===== src/rtl/adc128s022_responder.sv =====
// SPI mode-3 target emulating an ADC128S022: decodes the control byte and returns the addressed channel one frame later.
// Optional control-byte sanity check builds when ADC128S022_RESPONDER_CTRL_CHECK_EN is defined.
module adc128s022_responder #(
    parameter int Sync_Stages     = 2,
    parameter int Default_Channel = 0
) (
    input  logic             clk,
    input  logic             async_rst_n,
    input  logic             clk_en,
    input  logic [7:0][11:0] channel_values,
    input  logic             sclk,
    input  logic             cs_n,
    input  logic             copi,
    output logic             cipo,
    output logic             cipo_en,
    output logic [2:0]       last_address,
    output logic             frame_done,
    output logic             frame_error,
    output logic             ctrl_warn
);
    localparam logic [2:0] DEF_CH = 3'(Default_Channel);

    typedef enum logic {IDLE, ACTIVE} state_t;
    state_t state, state_nxt;

    logic [Sync_Stages-1:0] sclk_sync, cs_sync, copi_sync;
    logic sclk_d, cs_d;
    logic sclk_s, cs_s, copi_s;
    logic sclk_rise, sclk_fall, cs_fall, cs_rise;

    logic [15:0] shift_reg;
    logic [7:0]  ctrl_reg;
    logic [3:0]  bit_cnt;
    logic        first_fall;
    logic        frame_end;
    logic [2:0]  load_idx;
    logic [15:0] load_val;

    // cs chain resets low so a cs_n still held low after reset is not taken as a
    // fresh select; the responder waits for a genuine falling edge.
    always_ff @(posedge clk or negedge async_rst_n) begin
        if (!async_rst_n) begin
            sclk_sync <= '1;
            cs_sync   <= '0;
            copi_sync <= '0;
            sclk_d    <= 1'b1;
            cs_d      <= 1'b0;
        end else if (clk_en) begin
            sclk_sync <= {sclk_sync[Sync_Stages-2:0], sclk};
            cs_sync   <= {cs_sync[Sync_Stages-2:0], cs_n};
            copi_sync <= {copi_sync[Sync_Stages-2:0], copi};
            sclk_d    <= sclk_sync[Sync_Stages-1];
            cs_d      <= cs_sync[Sync_Stages-1];
        end
    end

    assign sclk_s    = sclk_sync[Sync_Stages-1];
    assign cs_s      = cs_sync[Sync_Stages-1];
    assign copi_s    = copi_sync[Sync_Stages-1];
    assign sclk_rise = sclk_s & ~sclk_d;
    assign sclk_fall = ~sclk_s & sclk_d;
    assign cs_fall   = ~cs_s & cs_d;
    assign cs_rise   = cs_s & ~cs_d;

    always_ff @(posedge clk or negedge async_rst_n) begin
        if (!async_rst_n) state <= IDLE;
        else if (clk_en)  state <= state_nxt;
    end

    always_comb begin
        state_nxt = state;
        case (state)
            IDLE:    if (cs_fall) state_nxt = ACTIVE;
            ACTIVE:  if (cs_rise) state_nxt = IDLE;
            default: state_nxt = IDLE;
        endcase
    end

    assign cipo_en   = (state == ACTIVE);
    assign frame_end = (state == ACTIVE) && !cs_rise && sclk_rise && (bit_cnt == 4'd15);
    // A fresh select always starts on the default channel; inside a burst the
    // channel comes from the frame just completed.
    assign load_idx  = (state == IDLE) ? DEF_CH : ctrl_reg[5:3];
    assign load_val  = {4'b0, channel_values[load_idx]};

    always_ff @(posedge clk or negedge async_rst_n) begin
        if (!async_rst_n) begin
            shift_reg    <= '0;
            ctrl_reg     <= '0;
            bit_cnt      <= '0;
            first_fall   <= 1'b1;
            cipo         <= 1'b0;
            last_address <= '0;
            frame_done   <= 1'b0;
            frame_error  <= 1'b0;
        end else if (clk_en) begin
            frame_done  <= 1'b0;
            frame_error <= 1'b0;
            if (state == IDLE) begin
                if (cs_fall) begin
                    shift_reg  <= load_val;
                    cipo       <= load_val[15];
                    bit_cnt    <= '0;
                    first_fall <= 1'b1;
                end
            end else if (cs_rise) begin
                if (bit_cnt != 4'd0) frame_error <= 1'b1;
                bit_cnt <= '0;
            end else begin
                // The first fall of a frame presents the MSB already in place.
                if (sclk_fall) begin
                    if (first_fall) begin
                        first_fall <= 1'b0;
                        cipo       <= shift_reg[15];
                    end else begin
                        shift_reg <= {shift_reg[14:0], 1'b0};
                        cipo      <= shift_reg[14];
                    end
                end
                if (sclk_rise) begin
                    bit_cnt <= bit_cnt + 4'd1;
                    if (!bit_cnt[3]) ctrl_reg <= {ctrl_reg[6:0], copi_s};
                    if (frame_end) begin
                        frame_done   <= 1'b1;
                        last_address <= ctrl_reg[5:3];
                        shift_reg    <= load_val;
                        cipo         <= load_val[15];
                        first_fall   <= 1'b1;
                    end
                end
            end
        end
    end

`ifdef ADC128S022_RESPONDER_CTRL_CHECK_EN
    always_ff @(posedge clk or negedge async_rst_n) begin
        if (!async_rst_n) ctrl_warn <= 1'b0;
        else if (clk_en)  ctrl_warn <= frame_end && (|{ctrl_reg[7:6], ctrl_reg[2:0]});
    end
`else
    logic ctrl_unused;
    assign ctrl_unused = ^{ctrl_reg[7:6], ctrl_reg[2:0]};
    assign ctrl_warn   = 1'b0;
`endif

endmodule


===== config.mk =====
export PLATFORM = sky130hd
export DESIGN_NAME = adc128s022_responder
export DESIGN_NICKNAME = d
export VERILOG_FILES = /design/src/rtl/adc128s022_responder.sv
export SDC_FILE = /design/constraint.sdc
export NUM_CORES = 1
export LEC_CHECK = 0
export CAP_MARGIN = 10
export CELL_PAD_IN_SITES_DETAIL_PLACEMENT = 1
export CELL_PAD_IN_SITES_GLOBAL_PLACEMENT = 1
export CORE_MARGIN = 4
export CORE_UTILIZATION = 35
export CTS_CLUSTER_DIAMETER = 80
export DETAILED_ROUTE_END_ITERATION = 10
export GPL_TIMING_DRIVEN = 0
export PLACE_DENSITY = 0.95
export SETUP_SLACK_MARGIN = 0.2
export SLEW_MARGIN = 20
export SYNTH_ARGS = -nofsm -noshare
export SYNTH_HDL_FRONTEND = slang
export SYNTH_SLANG_ARGS = --single-unit

===== constraint.sdc =====
create_clock -name clk -period 3 [get_ports clk]
set_input_delay 0.6 -clock clk [delete_from_list [all_inputs] [get_ports clk]]
set_output_delay 0.6 -clock clk [all_outputs]
set_load 0.01 [all_outputs]

==> flow_metrics.env, run 1 <==
export IMPL_switching_power_share_of_the_total_pct=32.11
export IMPL_final_net_count=470
export IMPL_r2r_end="shift_reg[9]$_DFFE_PN0P_"
export IMPL_crit_family="compound AO/OA/AOI/OAI gates"
export IMPL_p_seq_share_pct=37.4
export IMPL_critical_path_endpoint_type="register"
export IMPL_die_y_um=96.52
export IMPL_number_of_nets_with_antenna_violations_after_routing=0
export IMPL_outcome="finished clean"
export IMPL_rows=32
export IMPL_synth_yosys_seq_area_share_pct=38.50
export IMPL_worstPathCellList="nor2b_1 > a31o_2 > o211a_1 > buf_2 > nand3_1 > o221a_1"
export IMPL_viasPerCell=5.642
export IMPL_cellLeakagePower_nw=1.559
export IMPL_worstPathRequired_ps=3200
export IMPL_synthCells=251
export IMPL_power_density_cell_area_nw_per_um2=542.4
export IMPL_tightestPinTransition_ps=603.6
export IMPL_worst_clock_skew_ps=9.937
export IMPL_r2r_setup_slk_ps=800
export IMPL_power_clock_fraction_pct=25.3
export IMPL_buffer_ports_inserted=107
export IMPL_route_vias_total=2646
export IMPL_clk_insertion_delay_late_ps=300
export IMPL_grt_start_max_net_pins=29
export IMPL_synth_top_area_share_pct=34.67
export IMPL_totalNegativeSetupSlack_ps=0
export IMPL_max_stage_delay_ps=580
export IMPL_tritoncts_num_sinks=42
export IMPL_reg2reg_depth=6
export IMPL_postSynth_asyncResetShare_pct=100.0
export IMPL_cts_resized_gates=0
export IMPL_routed_wire_length_per_instance_um=22.13
export IMPL_reg2reg_from="sclk_sync[1]$_DFFE_PN1P_"
export IMPL_dp_hpwl_mm=7.952
export IMPL_post_place_ws_ps=747.3
export IMPL_power_share_combinational_pct=37.3
export IMPL_dp_cells=461
export IMPL_critPathKind="register to register"
export IMPL_wire_length_of_the_first_global_routing_pass_mm=15.82
export IMPL_worstHoldPathType="input port to async pin"
export IMPL_drive_above_1_share_pct=17.71
export IMPL_area_growth_from_synthesis_to_final_layout_pct=49.45
export IMPL_first_pass_iters=4
export IMPL_globalRouteTotalUtil_pct=22.88
export IMPL_antenna_cells=0
export IMPL_count_of_flip_flops_with_a_built_in_enable_after_synthesis=0
export IMPL_die_width_um=96.52
export IMPL_critical_path_peak_fanout=10
export IMPL_crit_path_buf_inv_count=1
export IMPL_remaining_global_route_overflow=0
export IMPL_detailedRoute_firstIterationViolations=162
export IMPL_max_freq_mhz=454.0
export IMPL_antenna_found_initial=0
export IMPL_grt_pass1_vias=3000
export IMPL_numCtsBuffers=5
export IMPL_portion_of_the_clock_cycle_consumed_by_the_worst_path_in_the_final_layout_pct=73.42
export IMPL_holdBufCountCts=0
export IMPL_placeableCoreArea_um2=7687
export IMPL_design_area_um2=4099
export IMPL_post_syn_nets=355
export IMPL_timing_critical_path_slowest_stage_cell="sky130_fd_sc_hd__dfstp_2"
export IMPL_worst_endpoint_arrival_ps=2400
export IMPL_initial_core_util_pct=35.68
export IMPL_worst_setup_hold_path_clk_slew_ps=90
export IMPL_grt_setup_unrepaired="no"
export IMPL_final_cell_count_no_fill=469
export IMPL_hold_violations=0
export IMPL_ys_top_cells_by_area="sky130_fd_sc_hd__dfrtp_1 (35%), sky130_fd_sc_hd__mux4_2 (9.9%), sky130_fd_sc_hd__mux2_2 (7.0%)"
export IMPL_htree_num_levels=2
export IMPL_route_final_wire_length_mm=10.38
export IMPL_timing_max_slew_rel_slack_pct=59.39
export IMPL_buffer_cell_driving_the_clock_tree_root="sky130_fd_sc_hd__clkbuf_8"
export IMPL_timing_max_cap_violations=0
export IMPL_final_period_minus_worst_setup_slack_ps=2203
export IMPL_worstSetupStartpointType="register"
export IMPL_dpl_cell_area_um2=3956
export IMPL_setup_ws_final_ps=797.4
export IMPL_io_pins=110
export IMPL_synth_area_um2=2743
export IMPL_post_synth_num_cell_types=47
export IMPL_cts_tree="done"
export IMPL_largest_reg_flops=16
export IMPL_max_vdd_ir_drop_uv=335.3
export IMPL_maxSlewViolCount=0
export IMPL_ys_dominant_reg_cell="sky130_fd_sc_hd__dfrtp_1"
export IMPL_place_congestion=0.8007
export IMPL_ys_warnings_count=0
export IMPL_yosysTopAreaCell="sky130_fd_sc_hd__dfrtp_1"
export IMPL_cts_path_max_buffers=2
export IMPL_syn_mean_instance_area_um2=10.93
export IMPL_p_switching_mw=0.7138
export IMPL_route_detailed_drc=0
export IMPL_report_final_setup_viol=0
export IMPL_synth_seq_cells=42
export IMPL_p_int_mw=1.509
export IMPL_post_cts_repair_setup_buffers=0
export IMPL_fp_dieArea_um2=9316
-- metal layers --
| metal | wire length, um | vias up | share of wire, % | GRT usage (%) |
|---|---|---|---|---|
| met5 | 0 | - | 0 | 0 |
| met4 | 263 | 0 | 2.5 | 8.411 |
| met3 | 694 | 23 | 6.7 | 4.802 |
| met2 | 5485 | 112 | 53 | 40.17 |
| met1 | 3934 | 1323 | 38 | 27.54 |
| li1 | - | 1188 | - | - |
-- final cells by class --
cell class	instances	area [um2]
Clock buffer	6	82.58
Buffer	22	113.9
Clock inverter	2	60.06
Inverter	5	18.77
Fill cell	844	3588
Timing Repair Buffer	108	1086
Tap cell	102	127.6
Multi-Input combinational cell	182	1554
Sequential cell	42	1056
-- logic make-up after synthesis --
group,synth area share [%]
other,0.1367
adders and majority gates,0.9123
muxes,21.58
and+or+nand+nor,16.38
AOI/OAI and AO/OA,16.70
xor gates and xnor gates,0.9582
DFF,38.50
buffers and inverters,4.835
-- how the worst max path moves through the flow --
stage,cells after the start,to,slack [ps],startpoint
6_report,6,shift_reg[9]$_DFFE_PN0P_,800,sclk_sync[1]$_DFFE_PN1P_
4_1_cts,6,shift_reg[9]$_DFFE_PN0P_,830,sclk_sync[1]$_DFFE_PN1P_
5_1_grt,6,shift_reg[9]$_DFFE_PN0P_,760,sclk_sync[1]$_DFFE_PN1P_
3_3_place_gp,1,last_address[0]$_DFFE_PN0P_,280,async_rst_n
2_1_floorplan,5,shift_reg[10]$_DFFE_PN0P_,1230,clk_en
3_5_place_dp,6,shift_reg[6]$_DFFE_PN0P_,750,channel_values[66]
-- power by group through the flow --
stage	Combinational (mW)	Clock (mW)	Sequential [mW]
global placement	0.777	0	0.815
floorplan	0.521	0	0.792
global route	0.894	0.589	0.842
finish	0.830	0.561	0.832
CTS	0.832	0.562	0.827
detailed placement	0.820	0	0.829
-- stage by stage --
step                      total power [mW]  util, %  hold slack, ps
after floorplan                      1.312        -           304.4
final                                2.223    53.32           198.3
after global routing                 2.325    53.32           215.8
after CTS                            2.222    53.32           207.9
after detailed placement             1.649    51.46           489.7
after global placement               1.592    51.27           484.0
-- synthesized netlist by cell type, types with 5 or more instances --
cell type                  number
sky130_fd_sc_hd__clkbuf_1       7
sky130_fd_sc_hd__buf_2          9
sky130_fd_sc_hd__o22ai_1       10
sky130_fd_sc_hd__dfrtp_1       38
sky130_fd_sc_hd__mux2i_1       13
sky130_fd_sc_hd__nor2_1        15
sky130_fd_sc_hd__o221a_1       10
sky130_fd_sc_hd__a22o_1         5
sky130_fd_sc_hd__nor3b_1       10
sky130_fd_sc_hd__mux4_2        12
sky130_fd_sc_hd__a211oi_1      10
sky130_fd_sc_hd__nand3_1       22
sky130_fd_sc_hd__o21ai_0        9
sky130_fd_sc_hd__mux2_2        17
sky130_fd_sc_hd__nand2b_1      11
-- placed cells by master, fill, tap and decap left out, types with 2 or more instances in the layout --
cell type / n
sky130_fd_sc_hd__a211oi_1: 10
sky130_fd_sc_hd__a22o_1: 5
sky130_fd_sc_hd__a31oi_1: 2
sky130_fd_sc_hd__buf_2: 10
sky130_fd_sc_hd__buf_4: 3
sky130_fd_sc_hd__bufinv_16: 2
sky130_fd_sc_hd__clkbuf_1: 7
sky130_fd_sc_hd__clkbuf_8: 6
sky130_fd_sc_hd__clkdlybuf4s50_1: 106
sky130_fd_sc_hd__dfrtp_1: 38
sky130_fd_sc_hd__dfstp_2: 4
sky130_fd_sc_hd__ha_1: 2
sky130_fd_sc_hd__inv_1: 4
sky130_fd_sc_hd__mux2_2: 17
sky130_fd_sc_hd__mux2i_1: 13
sky130_fd_sc_hd__mux4_2: 12
sky130_fd_sc_hd__nand2_1: 4
sky130_fd_sc_hd__nand2b_1: 11
sky130_fd_sc_hd__nand3_1: 22
sky130_fd_sc_hd__nand4_1: 4
sky130_fd_sc_hd__nor2_1: 15
sky130_fd_sc_hd__nor2b_1: 2
sky130_fd_sc_hd__nor3b_1: 10
sky130_fd_sc_hd__o211a_1: 2
sky130_fd_sc_hd__o21a_1: 2
sky130_fd_sc_hd__o21ai_0: 9
sky130_fd_sc_hd__o221a_1: 10
sky130_fd_sc_hd__o22ai_1: 10
sky130_fd_sc_hd__or2b_1: 2
sky130_fd_sc_hd__xor2_1: 2
Note: power is estimated with default switching activity, not from simulation.
==> run 2, diff against run 1 <==
- CORE_UTILIZATION: 35 -> 30
- PLACE_DENSITY: 0.95 -> 0.9
- clock period: 3 -> 1.75 ns (I/O delays scaled with it)
==> run 2 against run 1 <==
Clock power up 30%. Core utilization up 0.86 points. Clock skew down 0.55 ps. The run now ends with setup timing left. First-iteration DRC count down 26%. Cell count up 9.2%. Clock-buffer cell count up 1. Global-route usage about the same. Sequential share of layout area down 3.5 points. Non-clock buffer count up 37. Final area up 16%. Worst hold slack better by 260 ps.
==> flow_metrics.env, run 2 (synthesis results as in run 1) <==
export IMPL_setup_ws_final_ps=-73.78
export IMPL_route_vias_total=2902
export IMPL_worst_clock_skew_ps=9.383
export IMPL_design_area_um2=4771
export IMPL_cellLeakagePower_nw=1.870
export IMPL_mostFrequentLayoutCell="sky130_fd_sc_hd__clkdlybuf4s50_1"
export IMPL_worstSetupStartpointType="register"
export IMPL_initial_core_util_pct=31.15
export IMPL_maxSlewViolCount=0
export IMPL_worst_endpoint_arrival_ps=2040
export IMPL_die_y_um=103.6
export IMPL_hold_violations=0
export IMPL_worstHoldPathType="input port to register"
export IMPL_cts_tree="done"
export IMPL_drive_above_1_share_pct=36.39
export IMPL_max_freq_mhz=548.3
export IMPL_hold_ws_ps=457.0
export IMPL_tritoncts_num_sinks=42
export IMPL_grt_start_max_net_pins=27
export IMPL_rows=34
export IMPL_route_detailed_drc=0
export IMPL_dpl_cell_area_um2=4005
export IMPL_io_pins=110
export IMPL_critical_path_peak_fanout=8
export IMPL_htree_num_levels=2
export IMPL_detailedRoute_firstIterationViolations=120
export IMPL_final_net_count=507
export IMPL_final_period_minus_worst_setup_slack_ps=1824
export IMPL_cts_path_max_buffers=2
export IMPL_routed_wire_length_per_instance_um=26.23
export IMPL_viasPerCell=5.668
export IMPL_antenna_found_initial=0
export IMPL_dp_hpwl_mm=8.444
export IMPL_grt_setup_unrepaired="yes"
export IMPL_grt_pass1_vias=3244
export IMPL_number_of_nets_with_antenna_violations_after_routing=0
export IMPL_critPathKind="register to register"
export IMPL_buffer_cell_driving_the_clock_tree_root="sky130_fd_sc_hd__clkbuf_8"
export IMPL_area_growth_from_synthesis_to_final_layout_pct=73.95
export IMPL_first_pass_iters=4
export IMPL_place_congestion=0.7796
export IMPL_buffer_ports_inserted=107
export IMPL_outcome="finished, violations left"
export IMPL_worst_setup_hold_path_clk_slew_ps=90
export IMPL_layout_common_cells="sky130_fd_sc_hd__clkdlybuf4s50_1 (99), sky130_fd_sc_hd__dfrtp_1 (35), sky130_fd_sc_hd__buf_4 (26), sky130_fd_sc_hd__buf_6 (17), sky130_fd_sc_hd__nand3_1 (14)"
export IMPL_power_density_cell_area_nw_per_um2=890.3
export IMPL_max_vdd_ir_drop_uv=491.7
export IMPL_antenna_cells=0
export IMPL_fp_dieArea_um2=10740
export IMPL_critical_path_endpoint_type="register"
export IMPL_violations="setup timing"
export IMPL_totalNegativeSetupSlack_ps=-408.4
export IMPL_portion_of_the_clock_cycle_consumed_by_the_worst_path_in_the_final_layout_pct=104.2
export IMPL_wire_length_of_the_first_global_routing_pass_mm=18.93
export IMPL_remaining_global_route_overflow=0
export IMPL_route_final_wire_length_mm=13.43
export IMPL_globalRouteTotalUtil_pct=22.90
export IMPL_power_mw=4.247
export IMPL_clk_insertion_delay_late_ps=320
export IMPL_timing_max_cap_violations=0
export IMPL_numCtsBuffers=5
export IMPL_worstPathRequired_ps=1960
export IMPL_post_place_ws_ps=-343.3
export IMPL_largest_reg_flops=16
export IMPL_die_width_um=103.6
export IMPL_placeableCoreArea_um2=8806
export IMPL_report_final_setup_viol=17
-- run 2: area by class of cell --
cell class / count / area, um2
well taps: 108 / 135.1
multi-input cells: 182 / 1834
fillers: 916 / 4035
inverters: 5 / 21.27
plain buffers: 22 / 201.4
repair buffers: 145 / 1424
clock inverters: 1 / 8.758
clock buffers: 7 / 86.33
flip-flops and latches: 42 / 1060
-- run 2: path summary, 6_finish.rpt --
path,cells past startpoint,startpoint,slack [ps],to
max in group asynchronous,3,async_rst_n,680,sclk_sync[1]$_DFFE_PN1P_
hold / removal,2,clk_en,460,sclk_d$_DFFE_PN1P_
setup reg to reg,7,ctrl_reg[4]$_DFFE_PN0P_,-70,shift_reg[0]$_DFFE_PN0P_
setup / recovery,7,ctrl_reg[4]$_DFFE_PN0P_,-70,shift_reg[0]$_DFFE_PN0P_
min in group asynchronous,2,async_rst_n,500,shift_reg[9]$_DFFE_PN0P_
hold reg to reg,2,cipo$_DFFE_PN0P_,530,cipo$_DFFE_PN0P_
-- run 2: report_power, final --
group | total, mW | internal (mW) | switching, mW
registers | 1.45 | 1.22 | 0.224
logic | 2.07 | 1.14 | 0.932
clock network | 0.728 | 0.327 | 0.401
-- run 2: critical path, cell delays in order, from the launching register on --
cell                       delay (ps)
sky130_fd_sc_hd__dfrtp_2          450
sky130_fd_sc_hd__buf_4            150
sky130_fd_sc_hd__buf_12           140
sky130_fd_sc_hd__nand2b_1         180
sky130_fd_sc_hd__nor2_1           200
sky130_fd_sc_hd__o21ai_0          160
sky130_fd_sc_hd__a32o_2           270
sky130_fd_sc_hd__a22o_1           170
-- run 2: repair_timing --
action	CTS	global route
pin swaps	8	21
setup buffers	20	14
gates cloned	2	0
hold buffers	1	0
hold endpoints to repair	14	0
gates resized for setup	59	54
endpoints found under the setup margin	37	33
-- run 2: metal layers --
metal,share of wire (%),up-vias,wire (um),global-route usage (%)
met5,0,-,0,0
met4,5.7,0,764,14.15
met3,5.1,53,680,5.224
met2,53,118,7122,41.82
met1,36,1468,4865,23.67
li1,-,1263,-,-
-- run 2: through the flow --
stage,utilization [%],instances
3_3_place_gp,45.31,466
4_1_cts,50.67,498
3_5_place_dp,45.48,467
2_1_floorplan,-,251
5_1_grt,54.18,512
6_report,54.18,512
==> run 3, diff against run 2 <==
- SLEW_MARGIN: 20 -> 5
==> results of run 3 <==
Final layout, timing and power as in run 2 (identical DEF).
